===== config.mk =====
export PLATFORM = sky130hd
export DESIGN_NAME = mask_pattern_generator
export DESIGN_NICKNAME = d
export VERILOG_FILES = /design/src/rtl/video_timing_pkg.sv /design/src/rtl/video_sync_counter.sv /design/src/rtl/mask_pattern_generator.sv
export SDC_FILE = /design/constraint.sdc
export NUM_CORES = 1
export LEC_CHECK = 0
export BUFFER_PORTS_ARGS = -buffer_cell sky130_fd_sc_hd__buf_4
export CAP_MARGIN = 10
export CORE_ASPECT_RATIO = 1.25
export CORE_UTILIZATION = 60
export CTS_BUF_LIST = sky130_fd_sc_hd__clkbuf_16
export DETAILED_ROUTE_END_ITERATION = 12
export GPL_TIMING_DRIVEN = 0
export PLACE_DENSITY_LB_ADDON = 0.08
export SETUP_SLACK_MARGIN = 0.5
export SLEW_MARGIN = 20
export SYNTH_ARGS = -nofsm -noshare
export SYNTH_HDL_FRONTEND = slang
export SYNTH_SLANG_ARGS = --single-unit

===== constraint.sdc =====
create_clock -name clk -period 5.81 [get_ports clk]
set_clock_uncertainty 0.15 [all_clocks]
set_input_delay 0 -clock clk [delete_from_list [all_inputs] [get_ports clk]]
set_output_delay 0 -clock clk [all_outputs]
set_load 0.01 [all_outputs]

===== src/rtl/video_timing_pkg.sv =====
// Shared 720p timing defaults, pixel levels and encodings for the mask pattern source.
// Imported by the sync counter and by the generator top.
package video_timing_pkg;

    localparam int H_ACTIVE_720P = 1280;
    localparam int H_FP_720P     = 64;
    localparam int H_SYNC_720P   = 128;
    localparam int H_BP_720P     = 192;
    localparam int H_TOTAL_720P  = H_ACTIVE_720P + H_FP_720P + H_SYNC_720P + H_BP_720P;

    localparam int V_ACTIVE_720P = 720;
    localparam int V_FP_720P     = 3;
    localparam int V_SYNC_720P   = 5;
    localparam int V_BP_720P     = 20;
    localparam int V_TOTAL_720P  = V_ACTIVE_720P + V_FP_720P + V_SYNC_720P + V_BP_720P;

    localparam logic [23:0] PIXEL_WHITE = 24'hffffff;
    localparam logic [23:0] PIXEL_BLACK = 24'h000000;

    typedef enum logic [1:0] {
        PAT_BLACK   = 2'd0,
        PAT_CHECKER = 2'd1,
        PAT_DOTS    = 2'd2,
        PAT_SINGLE  = 2'd3
    } pattern_e;

    typedef enum logic {
        ST_IDLE = 1'b0,
        ST_RUN  = 1'b1
    } gen_state_e;

endpackage


===== src/rtl/video_sync_counter.sv =====
// Horizontal/vertical position counters with registered de/h_sync/v_sync decode.
// Counters sit at (0,0) whenever run is low.
module video_sync_counter
    import video_timing_pkg::*;
#(
    parameter int   H_ACTIVE = H_ACTIVE_720P,
    parameter int   H_FP     = H_FP_720P,
    parameter int   H_SYNC   = H_SYNC_720P,
    parameter int   H_BP     = H_BP_720P,
    parameter int   V_ACTIVE = V_ACTIVE_720P,
    parameter int   V_FP     = V_FP_720P,
    parameter int   V_SYNC   = V_SYNC_720P,
    parameter int   V_BP     = V_BP_720P,
    parameter logic SYNC_POL = 1'b1,
    parameter int   HW       = $clog2(H_ACTIVE + H_FP + H_SYNC + H_BP),
    parameter int   VW       = $clog2(V_ACTIVE + V_FP + V_SYNC + V_BP)
) (
    input  logic          clk,
    input  logic          rst,
    input  logic          run,
    output logic [HW-1:0] h_cnt,
    output logic [VW-1:0] v_cnt,
    output logic          active,
    output logic          frame_end,
    output logic          de,
    output logic          h_sync,
    output logic          v_sync
);

    localparam logic [HW-1:0] H_ACT    = HW'(H_ACTIVE);
    localparam logic [HW-1:0] HS_START = HW'(H_ACTIVE + H_FP);
    localparam logic [HW-1:0] HS_END   = HW'(H_ACTIVE + H_FP + H_SYNC);
    localparam logic [HW-1:0] H_LAST   = HW'(H_ACTIVE + H_FP + H_SYNC + H_BP - 1);
    localparam logic [VW-1:0] V_ACT    = VW'(V_ACTIVE);
    localparam logic [VW-1:0] VS_START = VW'(V_ACTIVE + V_FP);
    localparam logic [VW-1:0] VS_END   = VW'(V_ACTIVE + V_FP + V_SYNC);
    localparam logic [VW-1:0] V_LAST   = VW'(V_ACTIVE + V_FP + V_SYNC + V_BP - 1);

    logic h_last;
    logic v_last;
    logic h_in_sync;
    logic v_in_sync;

    always_comb begin
        h_last    = (h_cnt == H_LAST);
        v_last    = (v_cnt == V_LAST);
        frame_end = h_last && v_last;
        active    = (h_cnt < H_ACT) && (v_cnt < V_ACT);
        h_in_sync = (h_cnt >= HS_START) && (h_cnt < HS_END);
        v_in_sync = (v_cnt >= VS_START) && (v_cnt < VS_END);
    end

    always_ff @(posedge clk or posedge rst) begin
        if (rst) begin
            h_cnt <= '0;
            v_cnt <= '0;
        end else if (!run) begin
            h_cnt <= '0;
            v_cnt <= '0;
        end else if (h_last) begin
            h_cnt <= '0;
            v_cnt <= v_last ? '0 : v_cnt + VW'(1);
        end else begin
            h_cnt <= h_cnt + HW'(1);
        end
    end

    // Decode registers: each output describes the counter value of the previous clock.
    always_ff @(posedge clk or posedge rst) begin
        if (rst) begin
            de     <= 1'b0;
            h_sync <= ~SYNC_POL;
            v_sync <= ~SYNC_POL;
        end else begin
            de     <= run && active;
            h_sync <= (run && h_in_sync) ? SYNC_POL : ~SYNC_POL;
            v_sync <= (run && v_in_sync) ? SYNC_POL : ~SYNC_POL;
        end
    end

endmodule


===== src/rtl/mask_pattern_generator.sv =====
// Binary mask video source: run/idle control, per-frame pattern latch, pixel mux and
// frame counter on top of the shared sync counter.
module mask_pattern_generator
    import video_timing_pkg::*;
#(
    parameter int   H_ACTIVE  = H_ACTIVE_720P,
    parameter int   H_FP      = H_FP_720P,
    parameter int   H_SYNC    = H_SYNC_720P,
    parameter int   H_BP      = H_BP_720P,
    parameter int   V_ACTIVE  = V_ACTIVE_720P,
    parameter int   V_FP      = V_FP_720P,
    parameter int   V_SYNC    = V_SYNC_720P,
    parameter int   V_BP      = V_BP_720P,
    parameter logic SYNC_POL  = 1'b1,
    parameter int   CELL_LOG2 = 4,
    parameter int   DOT_X     = 640,
    parameter int   DOT_Y     = 360
) (
    input  logic        clk,
    input  logic        rst,
    input  logic        enable,
    input  logic [1:0]  pattern_sel,
    output logic        de_out,
    output logic        h_sync_out,
    output logic        v_sync_out,
    output logic [23:0] pixel_out,
    output logic        frame_start,
    output logic [15:0] frame_count
);

    localparam int H_TOTAL = H_ACTIVE + H_FP + H_SYNC + H_BP;
    localparam int V_TOTAL = V_ACTIVE + V_FP + V_SYNC + V_BP;
    localparam int HW      = $clog2(H_TOTAL);
    localparam int VW      = $clog2(V_TOTAL);

    gen_state_e    state;
    gen_state_e    state_nxt;
    logic          run;
    logic [HW-1:0] h_cnt;
    logic [VW-1:0] v_cnt;
    logic          active;
    logic          frame_end;
    logic          frame_first;
    pattern_e      pat_q;
    pattern_e      pat_cur;
    logic          mask;

    assign run = (state == ST_RUN);

    video_sync_counter #(
        .H_ACTIVE (H_ACTIVE),
        .H_FP     (H_FP),
        .H_SYNC   (H_SYNC),
        .H_BP     (H_BP),
        .V_ACTIVE (V_ACTIVE),
        .V_FP     (V_FP),
        .V_SYNC   (V_SYNC),
        .V_BP     (V_BP),
        .SYNC_POL (SYNC_POL),
        .HW       (HW),
        .VW       (VW)
    ) u_sync (
        .clk       (clk),
        .rst       (rst),
        .run       (run),
        .h_cnt     (h_cnt),
        .v_cnt     (v_cnt),
        .active    (active),
        .frame_end (frame_end),
        .de        (de_out),
        .h_sync    (h_sync_out),
        .v_sync    (v_sync_out)
    );

    always_ff @(posedge clk or posedge rst) begin
        if (rst) state <= ST_IDLE;
        else     state <= state_nxt;
    end

    // Leaving RUN is only possible on the last clock of a frame, so frames never truncate.
    always_comb begin
        state_nxt = state;
        case (state)
            ST_IDLE: if (enable)               state_nxt = ST_RUN;
            ST_RUN:  if (frame_end && !enable) state_nxt = ST_IDLE;
            default:                           state_nxt = ST_IDLE;
        endcase
    end

    // The (0,0) pixel already uses the newly selected pattern.
    always_comb begin
        frame_first = run && (h_cnt == '0) && (v_cnt == '0);
        pat_cur     = frame_first ? pattern_e'(pattern_sel) : pat_q;
        mask        = 1'b0;
        case (pat_cur)
            PAT_CHECKER: mask = h_cnt[CELL_LOG2] ^ v_cnt[CELL_LOG2];
            PAT_DOTS:    mask = (h_cnt[CELL_LOG2-1:0] == '0) && (v_cnt[CELL_LOG2-1:0] == '0);
            PAT_SINGLE:  mask = (h_cnt == HW'(DOT_X)) && (v_cnt == VW'(DOT_Y));
            default:     mask = 1'b0;
        endcase
        mask = mask && active && run;
    end

    always_ff @(posedge clk or posedge rst) begin
        if (rst) begin
            pat_q       <= PAT_BLACK;
            pixel_out   <= PIXEL_BLACK;
            frame_start <= 1'b0;
            frame_count <= '0;
        end else begin
            if (frame_first) pat_q <= pattern_e'(pattern_sel);
            pixel_out   <= mask ? PIXEL_WHITE : PIXEL_BLACK;
            frame_start <= frame_first;
            if (run && frame_end) frame_count <= frame_count + 16'd1;
        end
    end

endmodule


* Word-level counts from Yosys, hierarchy flattened
Index checks and enable logic that the tools add are counted.
** Word-level totals
- Memories kept :: 0
- Input bits :: 5
- Latch bits :: 0
- Memory bits (read-only) :: 0
- Bits in writable memories :: 0
- Flip-flop bits (word level) :: 68
** Operators by class
- Multiply operators :: 0
- Equal/unequal tests :: 8
- Mux-type cells :: 13
- Shift-type cells :: 0
- Magnitude comparators :: 6
- Bitwise gates (word level) :: 2
- Divide/modulo/power cells :: 0
- Reduce and logical (&&, ||, !) cells :: 20
- Add/subtract/negate cells :: 3
** Operators with widths (number)
- $mux 10 :: 3
- $mux 24 :: 1
- $lt 11x11->1 const B :: 2
- $mux 11 :: 2
- $lt 10x10->1 const B :: 2
- $add 16x1->16 const B :: 1
- $logic_and 1x1->1 :: 15
- $add 11x1->11 const B :: 1
- $eq 11x10->1 const B :: 1
- $eq 11x11->1 const B :: 1
- $ge 11x11->1 const B :: 1
- $logic_not 11->1 :: 1
- $add 10x1->10 const B :: 1
- $eq 10x10->1 const B :: 1
- $eq 10x9->1 const B :: 1
- $ge 10x10->1 const B :: 1
- $logic_not 10->1 :: 1
- $logic_not 4->1 :: 2
- $eq 2x2->1 const B :: 2
- $mux 1 :: 4
- $pmux 1 s3 :: 1
- $eq 2x1->1 const B :: 1
- $mux 2 :: 1
- $ne 2x1->1 const B :: 1
- 4 further kinds :: 4

* Longest topological paths before layout
Gate-level depths: netlist of run 1.
- Depth in word-level cells :: 9
- Depth in mapped cells :: 7

* Modules after synthesis
Synthesis of run 1 repeated with hierarchy kept, for this count alone.
** Unflattened totals
- Cell total of the unflattened synthesis :: 247
- Area total of the unflattened synthesis :: 2524.9 um^2
** By module, submodules not included
- video_sync_counter :: seq. area each 600.6 um^2, instances 1, area each 1287.5 um^2, cells each 131
- mask_pattern_generator :: seq. area each 525.5 um^2, instances 1, area each 1237.4 um^2, cells each 116

* Worst setup path after synthesis of run 1
Ideal clock, no wire load.
- Kind :: reg2reg
- Start point :: register u_sync.v_cnt[0]
- End point :: register frame_count[1]
- Library setup time :: 0.128 ns
- Buffers on the path :: 0
- Slack :: 3.869 ns
- Cell stages (with the launch flop) :: 6
- Clock period less this slack :: 1.941 ns
- Required time :: 5.532 ns
- Data arrival time :: 1.664 ns
- Cells stage by stage :: dfrtp_1 ha_1 nor4bb_1 and4_2 and3_1 mux2_1
** On the way
- Longest elaborated chain between the ends :: 3
** Ends and longest elaborated chain
- start, declared :: RTL line video_sync_counter.sv:22 : output logic [VW-1:0] v_cnt,
- start signal, assigned :: RTL line video_sync_counter.sv:62 : v_cnt <= v_last ? '0 : v_cnt + VW'(1);
- $eq 10x10->1 :: RTL line video_sync_counter.sv:46 : v_last = (v_cnt == V_LAST);
- $logic_and 1x1->1 :: RTL line video_sync_counter.sv:47 : frame_end = h_last && v_last;
- $logic_and 1x1->1 :: RTL line mask_pattern_generator.sv:114 : if (run && frame_end) frame_count <= frame_count + 16'd1;
- end signal, assigned :: RTL line mask_pattern_generator.sv:114
- end, declared :: RTL line mask_pattern_generator.sv:28 : output logic [15:0] frame_count
No other way between the ends.
A chain may end at the register's enable or synchronous reset.

* Worst setup path after layout of run 1
Ends and elaborated chain as after synthesis.

==> impl_metrics.py, run 1 <==
metrics = {
    "outcome": {
        "status": "finished, final reports clean",
    },
    "layout": {
        "multi_input_area_um2": 1250,
        "n_antenna_cell": 0,
        "fin_cells": 384,
        "regArea_um2": 1126,
        "drive_gt1_share_pct": 32.62,
        "fillCellCount": 282,
        "nets": 337,
        "syn2layout_area_growth_pct": 23.87,
    },
    "worst_setup_path": {
        "worst_ep_required_time_ns": 5.84,
        "start_kind": "flip-flop",
        "worstReg2RegEnd": "frame_count[1]",
        "max_stage_delay_ns": 0.40,
        "setup.worst_path.class": "reg2reg",
        "r2r-start": "u_sync.v_cnt[0]",
        "worstPathCellList": "ha_1 -> nor4bb_1 -> and4_2 -> and3_1 -> mux2_1",
        "slowest_stage": "dfrtp_1",
        "rr_worst_depth": 5,
        "rrSetupSlack_ns": 3.58,
        "endpoint_kind": "flip-flop",
        "cp.arrival_ns": 2.26,
        "worstPathMaxFanout": 7,
    },
    "floorplanning": {
        "dieArea_um2": 4746,
        "core_um2": 4197,
        "io_pins": 49,
        "dieWidth_um": 61.82,
        "start_util_pct": 63.95,
        "core.rowCount": 26,
        "dieHeight_um": 76.78,
    },
    "sta": {
        "hold_viol": 0,
        "slew_headroom_pct": 55.91,
        "setup-violations-final": 0,
        "tightestPinTransition_ns": 0.6613,
        "layout_setup_ws_ns": 3.581,
        "fmaxAchievable_ghz": 0.4487,
        "final_max_slew_viol_count": 0,
        "min_period_ns": 2.229,
        "rsz0062_at_grt": "false",
        "finalHoldWorstSlack_ns": 0.1150,
        "min_period_over_period_pct": 38.36,
        "setup-tns-final_ns": 0,
    },
    "cts": {
        "cts_made_buffers": 5,
        "cts_root_buf": "clkbuf_16",
        "cts_setup_buffers": 0,
        "tritoncts": "done",
        "clock-sinks": 45,
        "cts_htree_levels": 2,
        "insertion_delay_ns": 0.29,
        "clkSlewWorstSetupHoldPaths_ns": 0.07,
        "clockBufferDepth": 2,
    },
    "yosys": {
        "ys_warn_count": 0,
        "synthFlopType": "dfrtp_1",
        "syn_avg_cell_area_um2": 10.05,
        "syn_area_um2": 2684,
        "yosysSeqAreaShare_pct": 41.96,
        "synth_edf_count": 0,
        "async_reset_ff_share_pct": 100.0,
        "synth_cells": 267,
        "synth_nets": 277,
        "synth_cell_types": 54,
        "ys_ff_latch": 45,
    },
    "pwr": {
        "power_leakage_nw": 1.578,
        "p_per_area_nw_per_um2": 198.9,
        "ir_drop_v": 0.0001622,
        "power.total_uw": 661.1,
    },
    "place": {
        "dpl_worst_slack_ns": 3.615,
        "place_congestion": 0.7870,
        "io_buffers": 48,
        "place_inst": 372,
        "dp_hpwl_um": 4086,
    },
    "global_routing": {
        "antenna_found_initial": 0,
        "overflow": 0,
        "track_usage_pct": 26.55,
        "grt_max_degree": 30,
        "grt_pass1_vias": 2025,
        "grt_first_pass_wirelength_um": 9280,
    },
    "route": {
        "wl_um": 5695,
        "dr.pass1.iters": 4,
        "via_per_inst": 5.440,
        "wl_per_cell_um": 14.83,
        "num_vias": 2089,
        "drc": 0,
        "ant_nets": 0,
        "drt_iter0_markers": 103,
    },
    "job": {
        "maxCapViolCount": 0,
    },
    "min_path": {
        "hold_path_class": "in2async",
    },
}
worst max-delay path, delay by kind of cell (launching register included):
| kind | cells | cell delay (ns) |
|---|---|---|
| and+or+nand+nor | 3 | 0.86 |
| adders and majority gates | 1 | 0.38 |
| muxes | 1 | 0.33 |
| DFF | 1 | 0.40 |
registers in the layout, summed over array words and instances (netlist names), 2 cells and up:
signal        cells
u_sync.v_cnt     10
frame_count      16
u_sync.h_cnt     11
pat_q             2
how the worst max path moves through the flow:
stage                         start        endpoint  slack (ns)
floorplan           u_sync.v_cnt[0]  frame_count[1]        3.87
global placement    u_sync.v_cnt[0]  frame_count[1]        3.65
detailed placement  u_sync.v_cnt[0]  frame_count[1]        3.61
CTS                 u_sync.v_cnt[0]  frame_count[1]        3.61
global route        u_sync.v_cnt[0]  frame_count[1]        3.50
finish              u_sync.v_cnt[0]  frame_count[1]        3.58
power by group:
part	switching, mW	internal (mW)	leakage (nW)
Clock	0.122	0.161	0.0704
Combinational	0.0229	0.0361	0.911
Sequential	0.00391	0.314	0.597
Total	0.149	0.512	1.58
layout by cell type (no fill, tap or decap), types with 4 or more instances in the layout:
master	netlist	routed
xnor2_1	9	9
dfrtp_1	45	45
dlygate4sd3_1	0	4
nand3_1	18	18
inv_1	10	9
buf_4	25	73
nand2_1	20	20
nor3_1	8	8
nor2b_1	4	4
and3_1	7	7
xor2_1	17	17
clkbuf_16	0	5
nor2_1	28	28
nand4_1	4	4
ha_1	5	5
o21ai_0	12	12
cell type report:
type                            instances  area share [%]
Buffer                                 32           8.017
Clock buffer                            5           3.764
Clock inverter                          3          0.7527
Inverter                               11           1.242
Multi-Input combinational cell        179           37.60
Sequential cell                        45           33.87
Tap cell                               56           2.108
Timing Repair Buffer                   53           12.65
timing repair:
item	in CTS	in global routing
hold endpoints to repair	49	0
hold buffers	4	0
gates resized for setup	0	0
metal layers:
layer / wire length, um / GRT usage [%] / up-vias
met4: 82 / 12.00 / 0
met2: 3088 / 44.09 / 46
li1: - / - / 1024
met5: 0 / 0 / -
met3: 181 / 5.734 / 7
met1: 2343 / 31.67 / 1012
metrics by stage:
step	instance area (um^2)	util [%]
6_report	3324	79.22
5_1_grt	3324	79.22
4_1_cts	3324	79.22
3_5_place_dp	3134	74.69
3_3_place_gp	3114	74.21
2_1_floorplan	2684	-
cells by family after synthesis:
group           after synthesis  synth area share [%]
compound gates               26                 7.413
xor+xnor                     26                 8.485
fa+ha+maj                     5                 2.331
buf+inv                      43                 11.47
flops                        45                 41.96
mux                           5                 2.005
simple gates                117                 26.34
synthesized netlist by cell type (4+ instances only):
cell | number | share of area (%)
ha_1 | 5 | 2.3
nand3_1 | 18 | 3.4
dfrtp_1 | 45 | 42
inv_1 | 10 | 1.4
xor2_1 | 17 | 5.5
o21ai_0 | 12 | 2.2
nand2_1 | 20 | 2.8
nand4_1 | 4 | 0.93
and3_1 | 7 | 1.6
nor3_1 | 8 | 1.5
buf_4 | 25 | 7.0
nor2_1 | 28 | 3.9
nor2b_1 | 4 | 0.93
xnor2_1 | 9 | 2.9
No activity file was read; power rests on OpenSTA's default activity.
==> run 2: changes to the inputs <==
--- a/config.mk
+++ b/config.mk
@@ -8,7 +8,7 @@
 export BUFFER_PORTS_ARGS = -buffer_cell sky130_fd_sc_hd__buf_4
 export CAP_MARGIN = 10
 export CORE_ASPECT_RATIO = 1.25
-export CORE_UTILIZATION = 60
+export CORE_UTILIZATION = 56
 export CTS_BUF_LIST = sky130_fd_sc_hd__clkbuf_16
 export DETAILED_ROUTE_END_ITERATION = 12
 export GPL_TIMING_DRIVEN = 0
==> constraint.sdc (replaced) <==
create_clock -name clk -period 2.1 [get_ports clk]
set_clock_uncertainty 0.15 [all_clocks]
set_input_delay 0 -clock clk [delete_from_list [all_inputs] [get_ports clk]]
set_output_delay 0 -clock clk [all_outputs]
set_load 0.01 [all_outputs]
==> impl_metrics.py, run 2 (synthesis gave the netlist of run 1 again) <==
metrics = {
    "route": {
        "route.met3.wl_um": 571,
        "num_vias": 2597,
        "ant_nets": 0,
        "drc": 0,
        "wl_per_cell_um": 21.59,
        "dr.pass1.iters": 5,
        "via_per_inst": 6.012,
        "wl_met1_um": 3422,
        "drt_iter0_markers": 220,
        "topRoutingLayerUsed": "met4",
        "wl_um": 9329,
        "met2_length_um": 4932,
    },
    "sta": {
        "setup-violations-final": 1,
        "min_period_ns": 2.180,
        "layout_setup_ws_ns": -0.08044,
        "rsz0062_at_grt": "true",
        "hold_viol": 0,
        "fmaxAchievable_ghz": 0.4586,
        "slew_headroom_pct": 54.49,
        "setup-tns-final_ns": -0.08044,
        "final_max_slew_viol_count": 0,
        "tightestPinTransition_ns": 0.6826,
        "min_period_over_period_pct": 103.8,
    },
    "layout": {
        "final_core_util_pct": 91.62,
        "nets": 383,
        "final_common_cell": "buf_4",
        "syn2layout_area_growth_pct": 53.38,
        "multi_input_area_um2": 1614,
        "n_antenna_cell": 0,
        "top_regs": "frame_count (16), u_sync.h_cnt (11), u_sync.v_cnt (10)",
        "final_area_um2": 4116,
        "top_register": "frame_count",
        "fin_cells": 432,
        "drive_gt1_share_pct": 53.74,
        "largest_reg_flops": 16,
        "fillCellCount": 168,
        "regArea_um2": 1132,
        "final_cell_mix": "buf_4, dfrtp_1, buf_6",
    },
    "global_routing": {
        "grt_pass1_vias": 2362,
        "overflow": 0,
        "track_usage_pct": 31.53,
        "grt_first_pass_wirelength_um": 12120,
        "grt_max_degree": 25,
        "antenna_found_initial": 0,
    },
    "worst_setup_path": {
        "cp.arrival_ns": 2.22,
        "worstPathMaxFanout": 4,
        "cpMostUsedCell": "buf_6",
        "start_kind": "flip-flop",
        "setup.worst_path.class": "reg2reg",
        "max_stage_delay_ns": 0.38,
        "worstPathCellList": "buf_6 -> buf_6 -> ha_4 -> nor4bb_4 -> and4_4 -> and3_4 -> nand4_1 -> xnor2_1",
        "worst_ep_required_time_ns": 2.14,
        "slowest_stage": "dfrtp_1",
        "endpoint_kind": "flip-flop",
    },
    "cts": {
        "clock-sinks": 45,
        "cts_htree_levels": 2,
        "cts_made_buffers": 5,
        "clockBufferDepth": 2,
        "insertion_delay_ns": 0.29,
        "cts_root_buf": "clkbuf_16",
        "tritoncts": "done",
        "clkSlewWorstSetupHoldPaths_ns": 0.06,
    },
    "floorplanning": {
        "start_util_pct": 59.73,
        "io_pins": 49,
        "dieArea_um2": 5075,
        "core_um2": 4493,
        "dieWidth_um": 63.92,
        "dieHeight_um": 79.40,
        "core.rowCount": 27,
    },
    "place": {
        "io_buffers": 48,
        "place_inst": 374,
        "place_congestion": 0.8051,
        "place_area_um2": 3242,
        "dp_hpwl_um": 4042,
    },
    "pwr": {
        "combPwrFrac_pct": 9.4,
        "p_sw_share_pct": 22.97,
        "clkPwrFrac_pct": 42.4,
        "power_leakage_nw": 1.908,
        "p_switching_uw": 420.3,
        "ir_drop_v": 0.0004680,
        "p_per_area_nw_per_um2": 444.6,
        "power.total_mw": 1.830,
        "cell_internal_pwr_mw": 1.410,
        "power_frac_seq_pct": 48.2,
    },
    "min_path": {
        "hold_path_class": "in2reg",
    },
    "outcome": {
        "violations": "negative setup slack",
        "status": "finished, violations left",
    },
    "job": {
        "maxCapViolCount": 0,
    },
}
## run 2: changes by cell type in the layout (fill, tap and decap cells not counted), sizes merged
| cell | previous run | this run |
|---|---|---|
| buf | 77 | 123 |
| clkinv | 2 | 1 |
| a41oi | 1 | 2 |
| clkinvlp | 1 | 2 |
| clkbuf | 9 | 8 |
## run 2: final timing paths
check	cells past startpoint	slack (ns)	from	endpoint
min in group asynchronous	3	0.17	rst	frame_count[10]
max in group asynchronous	4	1.11	rst	u_sync.v_cnt[5]
hold reg to reg	1	0.35	frame_count[15]	frame_count[15]
hold / removal	3	0.04	pattern_sel[1]	pixel_out[22]
setup / recovery	8	-0.08	u_sync.v_cnt[0]	frame_count[4]
setup reg to reg	8	-0.08	u_sync.v_cnt[0]	frame_count[4]
## run 2: metal layers
layer / vias to the layer above / GRT usage (%)
met2: 164 / 54.79
li1: 1121 / -
met4: 0 / 16.14
met5: - / 0
met3: 44 / 5.571
met1: 1268 / 36.95
## run 2: repair_timing
item	4_1_cts	5_1_grt
pin swaps	22	20
cloned	1	0
setup endpoints to repair	38	62
setup buffers	35	10
endpoints found under the hold margin	48	0
gates resized for setup	46	37
hold buffers	4	0
## run 2: area by class of cell
cell class	instances	area share, %
Multi-Input combinational cell	180	39.21
Clock buffer	5	3.040
Tap cell	58	1.763
Clock inverter	3	0.4559
Inverter	11	1.033
Sequential cell	45	27.51
Buffer	32	6.839
Timing Repair Buffer	98	20.15
## run 2: power groups by stage
stage,registers [mW],logic (mW),clock network [mW]
after floorplan,0.896,0.0857,0
after global placement,0.897,0.153,0
after detailed placement,0.897,0.162,0
after CTS,0.881,0.169,0.774
after global routing,0.882,0.183,0.818
final,0.882,0.172,0.776
## run 2: critical path: cells and delay by family (launching register included)
family / cells / cell delay, ns
simple gates: 4 / 0.93
flops: 1 / 0.38
xor+xnor: 1 / 0.26
buf+inv: 2 / 0.20
fa+ha+maj: 1 / 0.16
## run 2: through the flow
stage / hold WS (ns) / setup WS, ns
after floorplan: -0.03731 / 0.2631
after global placement: 0.04972 / 0.04117
after detailed placement: -0.08652 / -0.007670
after CTS: 0.01449 / 0.07294
after global routing: 0.1145 / -0.09490
final: 0.04079 / -0.08044
==> run 3: changes to the inputs <==
--- a/config.mk
+++ b/config.mk
@@ -13,7 +13,7 @@
 export DETAILED_ROUTE_END_ITERATION = 12
 export GPL_TIMING_DRIVEN = 0
 export PLACE_DENSITY_LB_ADDON = 0.08
-export SETUP_SLACK_MARGIN = 0.5
+export SETUP_SLACK_MARGIN = 0.4
 export SLEW_MARGIN = 20
 export SYNTH_ARGS = -nofsm -noshare
 export SYNTH_HDL_FRONTEND = slang
==> impl_metrics.py, run 3 (synthesis gave the netlist of run 1 again) <==
metrics = {
    "worst_setup_path": {
        "slowest_stage": "dfrtp_1",
        "start_kind": "flip-flop",
        "endpoint_kind": "flip-flop",
        "r2r-start": "u_sync.v_cnt[1]",
        "worst_ep_required_time_ns": 2.13,
        "worstReg2RegEnd": "pat_q[0]",
        "worstPathMaxFanout": 4,
        "worstPathCellList": "inv_2 -> ha_2 -> nand4bb_1 -> nand4b_1 -> buf_4 -> nor2_4 -> mux2_2",
        "rr_worst_depth": 7,
        "max_stage_delay_ns": 0.40,
        "rrSetupSlack_ns": -0.03,
        "cp.arrival_ns": 2.15,
        "setup.worst_path.class": "reg2reg",
    },
    "global_routing": {
        "grt_pass1_vias": 2353,
        "grt_first_pass_wirelength_um": 11700,
        "track_usage_pct": 30.45,
        "antenna_found_initial": 0,
        "grt_max_degree": 31,
        "overflow": 0,
    },
    "layout": {
        "n_antenna_cell": 0,
        "final_cell_mix": "buf_4, dfrtp_1, nor2_1",
        "final_common_cell": "buf_4",
        "top_register": "frame_count",
        "drive_gt1_share_pct": 56.77,
        "nets": 393,
        "syn2layout_area_growth_pct": 56.83,
        "largest_reg_flops": 16,
        "fin_cells": 442,
        "final_core_util_pct": 93.68,
        "top_regs": "frame_count (16), u_sync.h_cnt (11), u_sync.v_cnt (10)",
    },
    "sta": {
        "finalHoldWorstSlack_ns": 0.09716,
        "min_period_over_period_pct": 101.2,
        "hold_viol": 0,
        "rsz0062_at_grt": "true",
        "layout_setup_ws_ns": -0.02571,
        "slew_headroom_pct": 53.37,
        "final_max_slew_viol_count": 0,
        "fmaxAchievable_ghz": 0.4704,
        "min_period_ns": 2.126,
        "setup-violations-final": 3,
        "tightestPinTransition_ns": 0.6995,
    },
    "floorplanning": {
        "start_util_pct": 59.73,
        "core.rowCount": 27,
        "dieWidth_um": 63.92,
        "io_pins": 49,
        "dieHeight_um": 79.40,
        "core_um2": 4493,
        "dieArea_um2": 5075,
    },
    "outcome": {
        "violations": "negative setup slack",
        "status": "finished, violations left",
    },
    "min_path": {
        "hold_path_class": "in2async",
    },
    "place": {
        "dpl_worst_slack_ns": 0.009027,
        "place_congestion": 0.8282,
        "dp_hpwl_um": 4110,
        "io_buffers": 48,
        "place_inst": 374,
    },
    "cts": {
        "tritoncts": "done",
        "insertion_delay_ns": 0.31,
        "clock-sinks": 45,
        "cts_root_buf": "clkbuf_16",
        "clkSlewWorstSetupHoldPaths_ns": 0.07,
        "cts_made_buffers": 5,
        "cts_htree_levels": 2,
        "clockBufferDepth": 2,
    },
    "route": {
        "met2_length_um": 5317,
        "dr.pass1.iters": 4,
        "topRoutingLayerUsed": "met4",
        "drt_iter0_markers": 208,
        "via_per_inst": 6.269,
        "route.met3.wl_um": 861,
        "wl_met1_um": 3554,
        "num_vias": 2771,
        "wl_um": 10520,
        "ant_nets": 0,
        "drc": 0,
        "wl_per_cell_um": 23.81,
    },
    "pwr": {
        "power_leakage_nw": 2.062,
        "ir_drop_v": 0.0006878,
        "p_per_area_nw_per_um2": 445.7,
    },
    "job": {
        "maxCapViolCount": 0,
    },
}
## run 3: cell types whose count changed in the layout (fill, tap and decap cells not counted), moves of 4 or more
cell / before / now
o21ai_2: 1 / 5
o21ai_1: 9 / 3
buf_4: 100 / 117
nor3_2: 5 / 0
buf_6: 21 / 15
nor3_4: 0 / 5
## run 3: what timing repair did
| item | CTS | global route |
|---|---|---|
| endpoints found under the setup margin | 30 | 37 |
| cloned | 0 | 0 |
| pin swaps | 26 | 32 |
| resized for setup | 30 | 58 |
| hold buffers | 4 | 0 |
| buffers inserted | 30 | 26 |
| hold endpoints to repair | 49 | 0 |
## run 3: cell type report
class | instances | area [um^2]
multi-input cells | 179 | 1649
flip-flops and latches | 45 | 1132
repair buffers | 109 | 882.1
fillers | 139 | 284.0
plain buffers | 32 | 281.5
clock buffers | 5 | 125.1
well taps | 58 | 72.57
inverters | 11 | 45.04
clock inverters | 3 | 21.27
## run 3: how the worst max path moves through the flow
stage / cells after the start / end / slack (ns) / start
6_report: 7 / pat_q[0] / -0.03 / u_sync.v_cnt[1]
5_1_grt: 8 / pixel_out[22] / -0.08 / u_sync.v_cnt[0]
4_1_cts: 5 / pixel_out[22] / 0.09 / u_sync.v_cnt[9]
3_5_place_dp: 7 / pixel_out[22] / 0.009 / u_sync.h_cnt[0]
2_1_floorplan: 7 / pixel_out[22] / 0.26 / u_sync.h_cnt[0]
3_3_place_gp: 7 / pixel_out[22] / 0.03 / u_sync.h_cnt[0]
## run 3: where the power goes
group	internal, mW	leakage [nW]	switching [mW]
registers	0.869	0.591	0.0126
clock network	0.444	0.0702	0.380
logic	0.101	1.40	0.0687
## run 3: per-layer routing
layer / global-route usage [%] / up-vias
met5: 0 / -
met4: 14.09 / 0
met3: 5.286 / 70
met2: 54.79 / 219
met1: 34.73 / 1347
li1: - / 1135
## run 3: per-stage QoR
step	area, um^2	setup TNS [ns]	total power, mW
after floorplan	2783	0	0.9812
after global routing	4209	-0.4508	1.907
after CTS	3774	0	1.846
after global placement	3216	0	1.049
after detailed placement	3236	0	1.058
final	4209	-0.04855	1.876
## run 3: worst max-delay path, delay by kind of cell, from the launching register on
kind | cells | cell delay, ns
DFF | 1 | 0.40
and+or+nand+nor | 3 | 0.63
muxes | 1 | 0.35
adders and majority gates | 1 | 0.16
buffers and inverters | 2 | 0.30
